[config.mk]
export PLATFORM = sky130hd
export DESIGN_NAME = pio_handshake_ctrl
export DESIGN_NICKNAME = d
export VERILOG_FILES = /design/src/rtl/pio_hs_pkg.sv /design/src/rtl/pio_handshake_ctrl.sv
export SDC_FILE = /design/constraint.sdc
export NUM_CORES = 1
export LEC_CHECK = 0
export CAP_MARGIN = 20
export CORE_ASPECT_RATIO = 1.2
export CORE_MARGIN = 1
export CORE_UTILIZATION = 49
export DETAILED_ROUTE_END_ITERATION = 8
export GPL_TIMING_DRIVEN = 0
export PLACE_DENSITY = 0.8
export SETUP_SLACK_MARGIN = 0.1
export SYNTH_ARGS = -nofsm -noshare
export SYNTH_HDL_FRONTEND = slang
export SYNTH_SLANG_ARGS = --single-unit
[constraint.sdc]
create_clock -name clk_clk -period 7.04 [get_ports clk_clk]
set_clock_uncertainty 0.05 [all_clocks]
set_input_delay 2.112 -clock clk_clk [delete_from_list [all_inputs] [get_ports clk_clk]]
set_output_delay 2.112 -clock clk_clk [all_outputs]
set_load 0.05 [all_outputs]
[src/rtl/pio_hs_pkg.sv]
// Shared encodings for the software/hardware PIO handshake: the software
// command word, the hardware status word and the controller state set.
package pio_hs_pkg;

    typedef enum logic [1:0] {
        CMD_IDLE  = 2'b00,
        CMD_WRITE = 2'b01,
        CMD_START = 2'b10,
        CMD_READ  = 2'b11
    } cmd_t;

    typedef enum logic [1:0] {
        STAT_READY = 2'b00,
        STAT_ACK   = 2'b01,
        STAT_BUSY  = 2'b10,
        STAT_DONE  = 2'b11
    } status_t;

    typedef enum logic [1:0] {
        ST_IDLE = 2'b00,
        ST_ACK  = 2'b01,
        ST_RUN  = 2'b10,
        ST_DONE = 2'b11
    } state_t;

    localparam int WORD_W = 32;

endpackage

[src/rtl/pio_handshake_ctrl.sv]
// Four-phase PIO handshake controller: software loads key/message words,
// launches the engine, and reads back the result words one at a time.
module pio_handshake_ctrl
    import pio_hs_pkg::*;
#(
    parameter int N_IN  = 8,
    parameter int N_OUT = 4
) (
    input  logic                  clk_clk,
    input  logic                  reset_reset,
    input  logic [WORD_W-1:0]     to_hw_port,
    input  logic [1:0]            to_hw_sig,
    output logic [WORD_W-1:0]     to_sw_port,
    output logic [1:0]            to_sw_sig,
    output logic [127:0]          key_out,
    output logic [127:0]          msg_out,
    output logic                  eng_start,
    input  logic                  eng_done,
    input  logic [127:0]          eng_result
);

    localparam int WR_W = (N_IN  > 1) ? $clog2(N_IN)  : 1;
    localparam int RD_W = (N_OUT > 1) ? $clog2(N_OUT) : 1;
    localparam logic [WR_W-1:0] WR_LAST = WR_W'(N_IN - 1);
    localparam logic [RD_W-1:0] RD_LAST = RD_W'(N_OUT - 1);

    cmd_t              hw_sig_q;
    logic [WORD_W-1:0] hw_port_q;
    state_t            state;
    logic [WORD_W-1:0] buffer [N_IN];
    logic [WORD_W-1:0] result [N_OUT];
    logic              result_valid;
    logic [WR_W-1:0]   wr_idx;
    logic [RD_W-1:0]   rd_idx;

    // Buffer is only written from IDLE, so the key/message stay frozen during RUN.
    assign key_out = {buffer[0], buffer[1], buffer[2], buffer[3]};
    assign msg_out = {buffer[4], buffer[5], buffer[6], buffer[7]};

    always_ff @(posedge clk_clk) begin
        if (reset_reset) begin
            hw_sig_q     <= CMD_IDLE;
            hw_port_q    <= '0;
            state        <= ST_IDLE;
            to_sw_sig    <= STAT_READY;
            to_sw_port   <= '0;
            eng_start    <= 1'b0;
            result_valid <= 1'b0;
            wr_idx       <= '0;
            rd_idx       <= '0;
            for (int i = 0; i < N_IN; i++) begin
                buffer[i] <= '0;
            end
            for (int i = 0; i < N_OUT; i++) begin
                result[i] <= '0;
            end
        end else begin
            hw_sig_q  <= cmd_t'(to_hw_sig);
            hw_port_q <= to_hw_port;
            eng_start <= 1'b0;

            case (state)
                ST_IDLE: begin
                    case (hw_sig_q)
                        CMD_WRITE: begin
                            buffer[wr_idx] <= hw_port_q;
                            wr_idx         <= (wr_idx == WR_LAST) ? '0 : wr_idx + 1'b1;
                            state          <= ST_ACK;
                            to_sw_sig      <= STAT_ACK;
                        end
                        CMD_READ: begin
                            if (result_valid) begin
                                to_sw_port <= result[rd_idx];
                                rd_idx     <= (rd_idx == RD_LAST) ? '0 : rd_idx + 1'b1;
                                state      <= ST_ACK;
                                to_sw_sig  <= STAT_ACK;
                            end
                        end
                        CMD_START: begin
                            eng_start    <= 1'b1;
                            result_valid <= 1'b0;
                            state        <= ST_RUN;
                            to_sw_sig    <= STAT_BUSY;
                        end
                        default: begin
                        end
                    endcase
                end

                ST_ACK: begin
                    if (hw_sig_q == CMD_IDLE) begin
                        state     <= ST_IDLE;
                        to_sw_sig <= STAT_READY;
                    end
                end

                // Software commands are deliberately ignored while the engine runs.
                ST_RUN: begin
                    if (eng_done) begin
                        for (int i = 0; i < N_OUT; i++) begin
                            result[i] <= eng_result[127 - 32*i -: 32];
                        end
                        result_valid <= 1'b1;
                        wr_idx       <= '0;
                        rd_idx       <= '0;
                        state        <= ST_DONE;
                        to_sw_sig    <= STAT_DONE;
                    end
                end

                ST_DONE: begin
                    if (hw_sig_q == CMD_IDLE) begin
                        state     <= ST_IDLE;
                        to_sw_sig <= STAT_READY;
                    end
                end

                default: begin
                    state     <= ST_IDLE;
                    to_sw_sig <= STAT_READY;
                end
            endcase
        end
    end

endmodule

==> qor.csv <==
stage,metric,value,unit
status,status,completed,
worst_hold_path,Hold Crit Class,reg2reg,
placement,Placed Cells incl. Taps,1978,
cts,post-CTS setup buffer count,0,
yosys,synthesized flop and latch total,459,
cells_and_area,filler instances,2268,
worst_hold_path,HP Start,to_sw_port[13]$_SDFFE_PP0P_,
cts,post-CTS sizing,0,
critical_path,Worst Path Max Fanout,32,
cts,Worst-path clk slew,0.07,ns
critical_path,Critical Path RT,7.15,ns
cts,Inserted Clock Buffers,43,
die,Ports,456,
cts,CTS Sinks,459,
yosys,Synth Instances,1060,
worst_hold_path,Hold EP,to_sw_port[13]$_SDFFE_PP0P_,
die,Die Y,208,um
global_routing,number of global-route vias before repair,10700,
critical_path,Worst EP arrival,4.92,ns
sta,"Period Utilization, post-route",0.683,
placement,hpwl dp,33.2,mm
yosys,post-synth top area share,0.663,
die,die area,36300,um^2
yosys,Cell variety after synth,34,
die,Core Box Area,35000,um^2
cells_and_area,fin nets,1730,
critical_path,Crit path top cell by count,clkbuf_1,
cts,H-tree level count,2,
route,DRT Wirelength,44.9,mm
pwr,pwr/cell area,253,nW/um^2
yosys,syn_area_per_cell,16.4,um^2
sta,Final Setup Violations,0,
route,vias per cell,5.07,
die,Horiz. Die Dim,174,um
critical_path,worst path cell trace,clkdlybuf4s50_1 > buf_2 > clkbuf_1 > clkbuf_1 > or2_2,
pwr,Max VDD drop,0.183,mV
sta,Worst Tran Pin Value,1.03,ns
cts,CTS tree,yes,
cts,worst skew pair latency,0.54,ns
sta,fin crit period,4.81,ns
yosys,synth warn,0,
global_routing,largest net degree at the start of global routing,66,
critical_path,R2R Setup Slk,3.79,ns
sta,final hold viol count,0,
yosys,sequential area share after synthesis,0.749,
route,DR WL/cell,21.8,um
route,starting DRC count in detailed routing,679,
critical_path,"slowest stage cell, crit path",or2_2,
placement,Port Buffers,455,
global_routing,global route total overflow,0,
critical_path,RR Startpoint,state[0]$_SDFFE_PP0P_,
yosys,post-synthesis instance area,17400,um^2
critical_path,Critical Path Start Type,input pin,
cells_and_area,Final Util,0.688,
cts,root buf cell,clkbuf_16,
route,Routed Antenna Nets,0,
route,drt pass-1 iters,5,
cells_and_area,post-route insts no fill,2063,
critical_path,CP endpoint kind,flop,
die,Initial Util,0.497,
yosys,syn nets,1228,
sta,Final Max Tran Viols,0,
critical_path,R2R cell count,5,
sta,max_slew headroom,0.309,
sta,Fmax achieved,0.208,GHz
global_routing,initial antenna violation count,10,
pwr,P_leak,0.00882,uW
critical_path,Reg2Reg Capture Point,buffer[3][27]$_SDFFCE_PN0P_,
cts,Clock Tree Buf Depth,3,
route,via count,10500,
placement,Final GP Congestion,0.848,
cells_and_area,area delta synth->final,38.4,%
yosys,Synth area leaders,"edfxtp_1 66%, and2_1 14%, dfxtp_1 8.6%",
yosys,largest area contributor in the netlist,edfxtp_1,
global_routing,GRT Util Overall,0.249,
cells_and_area,layout cells sized above 1,0.0865,
die,# rows,75,
global_routing,first-pass GRT wire length,66.1,mm
sta,RSZ-0062 raised after global routing,no,
route,DR DRC count,0,
run,Max-Cap Viols,0,
critical_path,CP peak stage delay,0.83,ns
critical_path,critical path class,in2reg,
cts,"Hold-fix buffers, CTS",0,
worst_hold_path,hold path depth,1,
[worst max-delay path by stage]
stage                      startpoint                           to  slack, ns  cells after the start
after floorplan              eng_done   result[0][0]$_SDFFCE_PN0P_       1.46                      2
after global placement       eng_done  result[2][10]$_SDFFCE_PN0P_     -0.009                      3
after detailed placement  reset_reset   buffer[6][2]$_SDFFCE_PN0P_       1.63                      5
after CTS                 reset_reset   buffer[6][8]$_SDFFCE_PN0P_       2.21                      5
after global routing      reset_reset  buffer[3][27]$_SDFFCE_PN0P_       2.09                      5
final                     reset_reset   buffer[6][3]$_SDFFCE_PN0P_       2.23                      5
[power by group]
part | switching, uW | total, uW | internal (uW)
logic | 350 | 566 | 216
registers | 59.5 | 3120 | 3060
clock network | 974 | 2410 | 1440
total | 1380 | 6100 | 4710
[cells in the final DEF, fill, tap and decap left out, types with 3 or more instances in the layout]
master / count
clkdlybuf4s50_1: 455
and2_1: 384
edfxtp_1: 384
dfxtp_1: 75
clkbuf_1: 49
clkbuf_16: 46
nor2b_1: 35
mux4_2: 32
a22o_1: 32
clkbuf_2: 15
or2_2: 9
clkinv_2: 7
bufinv_16: 6
diode_2: 5
nor2_1: 5
a21oi_1: 5
nand2b_1: 4
buf_1: 4
nor4_4: 4
clkinv_1: 4
buf_2: 3
nor4b_2: 3
nand3_1: 3
ha_1: 3
[routing by layer]
metal / GRT usage / up-vias / wire length [um]
met5: 0 / - / 67
met2: 0.453 / 522 / 23700
met1: 0.281 / 5042 / 16100
li1: - / 4806 / -
met4: 0.0783 / 10 / 1190
met3: 0.0713 / 85 / 3890
[state kept, by name (all words and copies together), names as in the netlist]
signal,cells
buffer,256
hw_sig_q,2
eng_start,1
to_sw_port,32
result,128
hw_port_q,32
state,2
rd_idx,2
result_valid,1
wr_idx,3
[cells by family (layout without fill, tap and decap cells)]
family,after synthesis,after routing,share of synthesized area
adders and majority gates,3,3,0.00216
buffers and inverters,63,599,0.0153
AOI/OAI and AO/OA,44,44,0.0209
DFF,459,459,0.749
muxes,32,32,0.0414
other,0,5,0
and+or+nand+nor,459,459,0.171
[synth_stat cells]
cell type / count
and2_1: 384
nor4b_2: 3
o21a_1: 1
or2_2: 9
nor2b_1: 35
a221oi_1: 1
nand3b_1: 2
nand2_1: 3
o21ai_0: 1
inv_1: 1
nand3_1: 3
nand4b_1: 2
dfxtp_1: 75
clkbuf_2: 15
nor4_4: 4
ha_1: 3
a32o_1: 2
nand4bb_1: 1
buf_6: 1
a31o_2: 1
o21bai_1: 1
nand2b_1: 4
a22o_1: 32
buf_1: 4
a21oi_1: 5
edfxtp_1: 384
nor2_1: 5
or4b_4: 1
nor3_1: 1
clkbuf_1: 39
or4b_1: 1
nor4b_4: 1
mux4_2: 32
buf_2: 3
[layout make-up]
class | count | area (um^2) | share of cell area
Buffer | 62 | 263 | 0.0109
Inverter | 1 | 3.75 | 0.000156
Clock buffer | 58 | 1220 | 0.0505
Clock inverter | 21 | 262 | 0.0109
Tap cell | 462 | 578 | 0.0240
Sequential cell | 459 | 13000 | 0.542
Antenna cell | 5 | 12.5 | 0.000520
Multi-Input combinational cell | 538 | 4100 | 0.170
Timing Repair Buffer | 457 | 4600 | 0.191
[worst max-delay path, delay by kind of cell]
kind	cells	cell delay, ns
AND/OR/NAND/NOR	1	0.83
buffers and inverters	4	1.95
[per-stage QoR]
step | cell area (um^2) | total power [uW] | setup slack [ns] | hold WS [ns] | TNS, ns
CTS | 24000 | 6130 | 2.21 | 0.433 | 0
finish | 24100 | 6100 | 2.23 | 0.430 | 0
global route | 24100 | 6250 | 2.09 | 0.447 | 0
detailed placement | 22600 | 3750 | 1.63 | 0.414 | 0
global placement | 22500 | 3740 | -0.00879 | 0.410 | -0.399
floorplan | 17400 | 3470 | 1.46 | 0.425 | 0
Power figures use the tool's default switching activity.
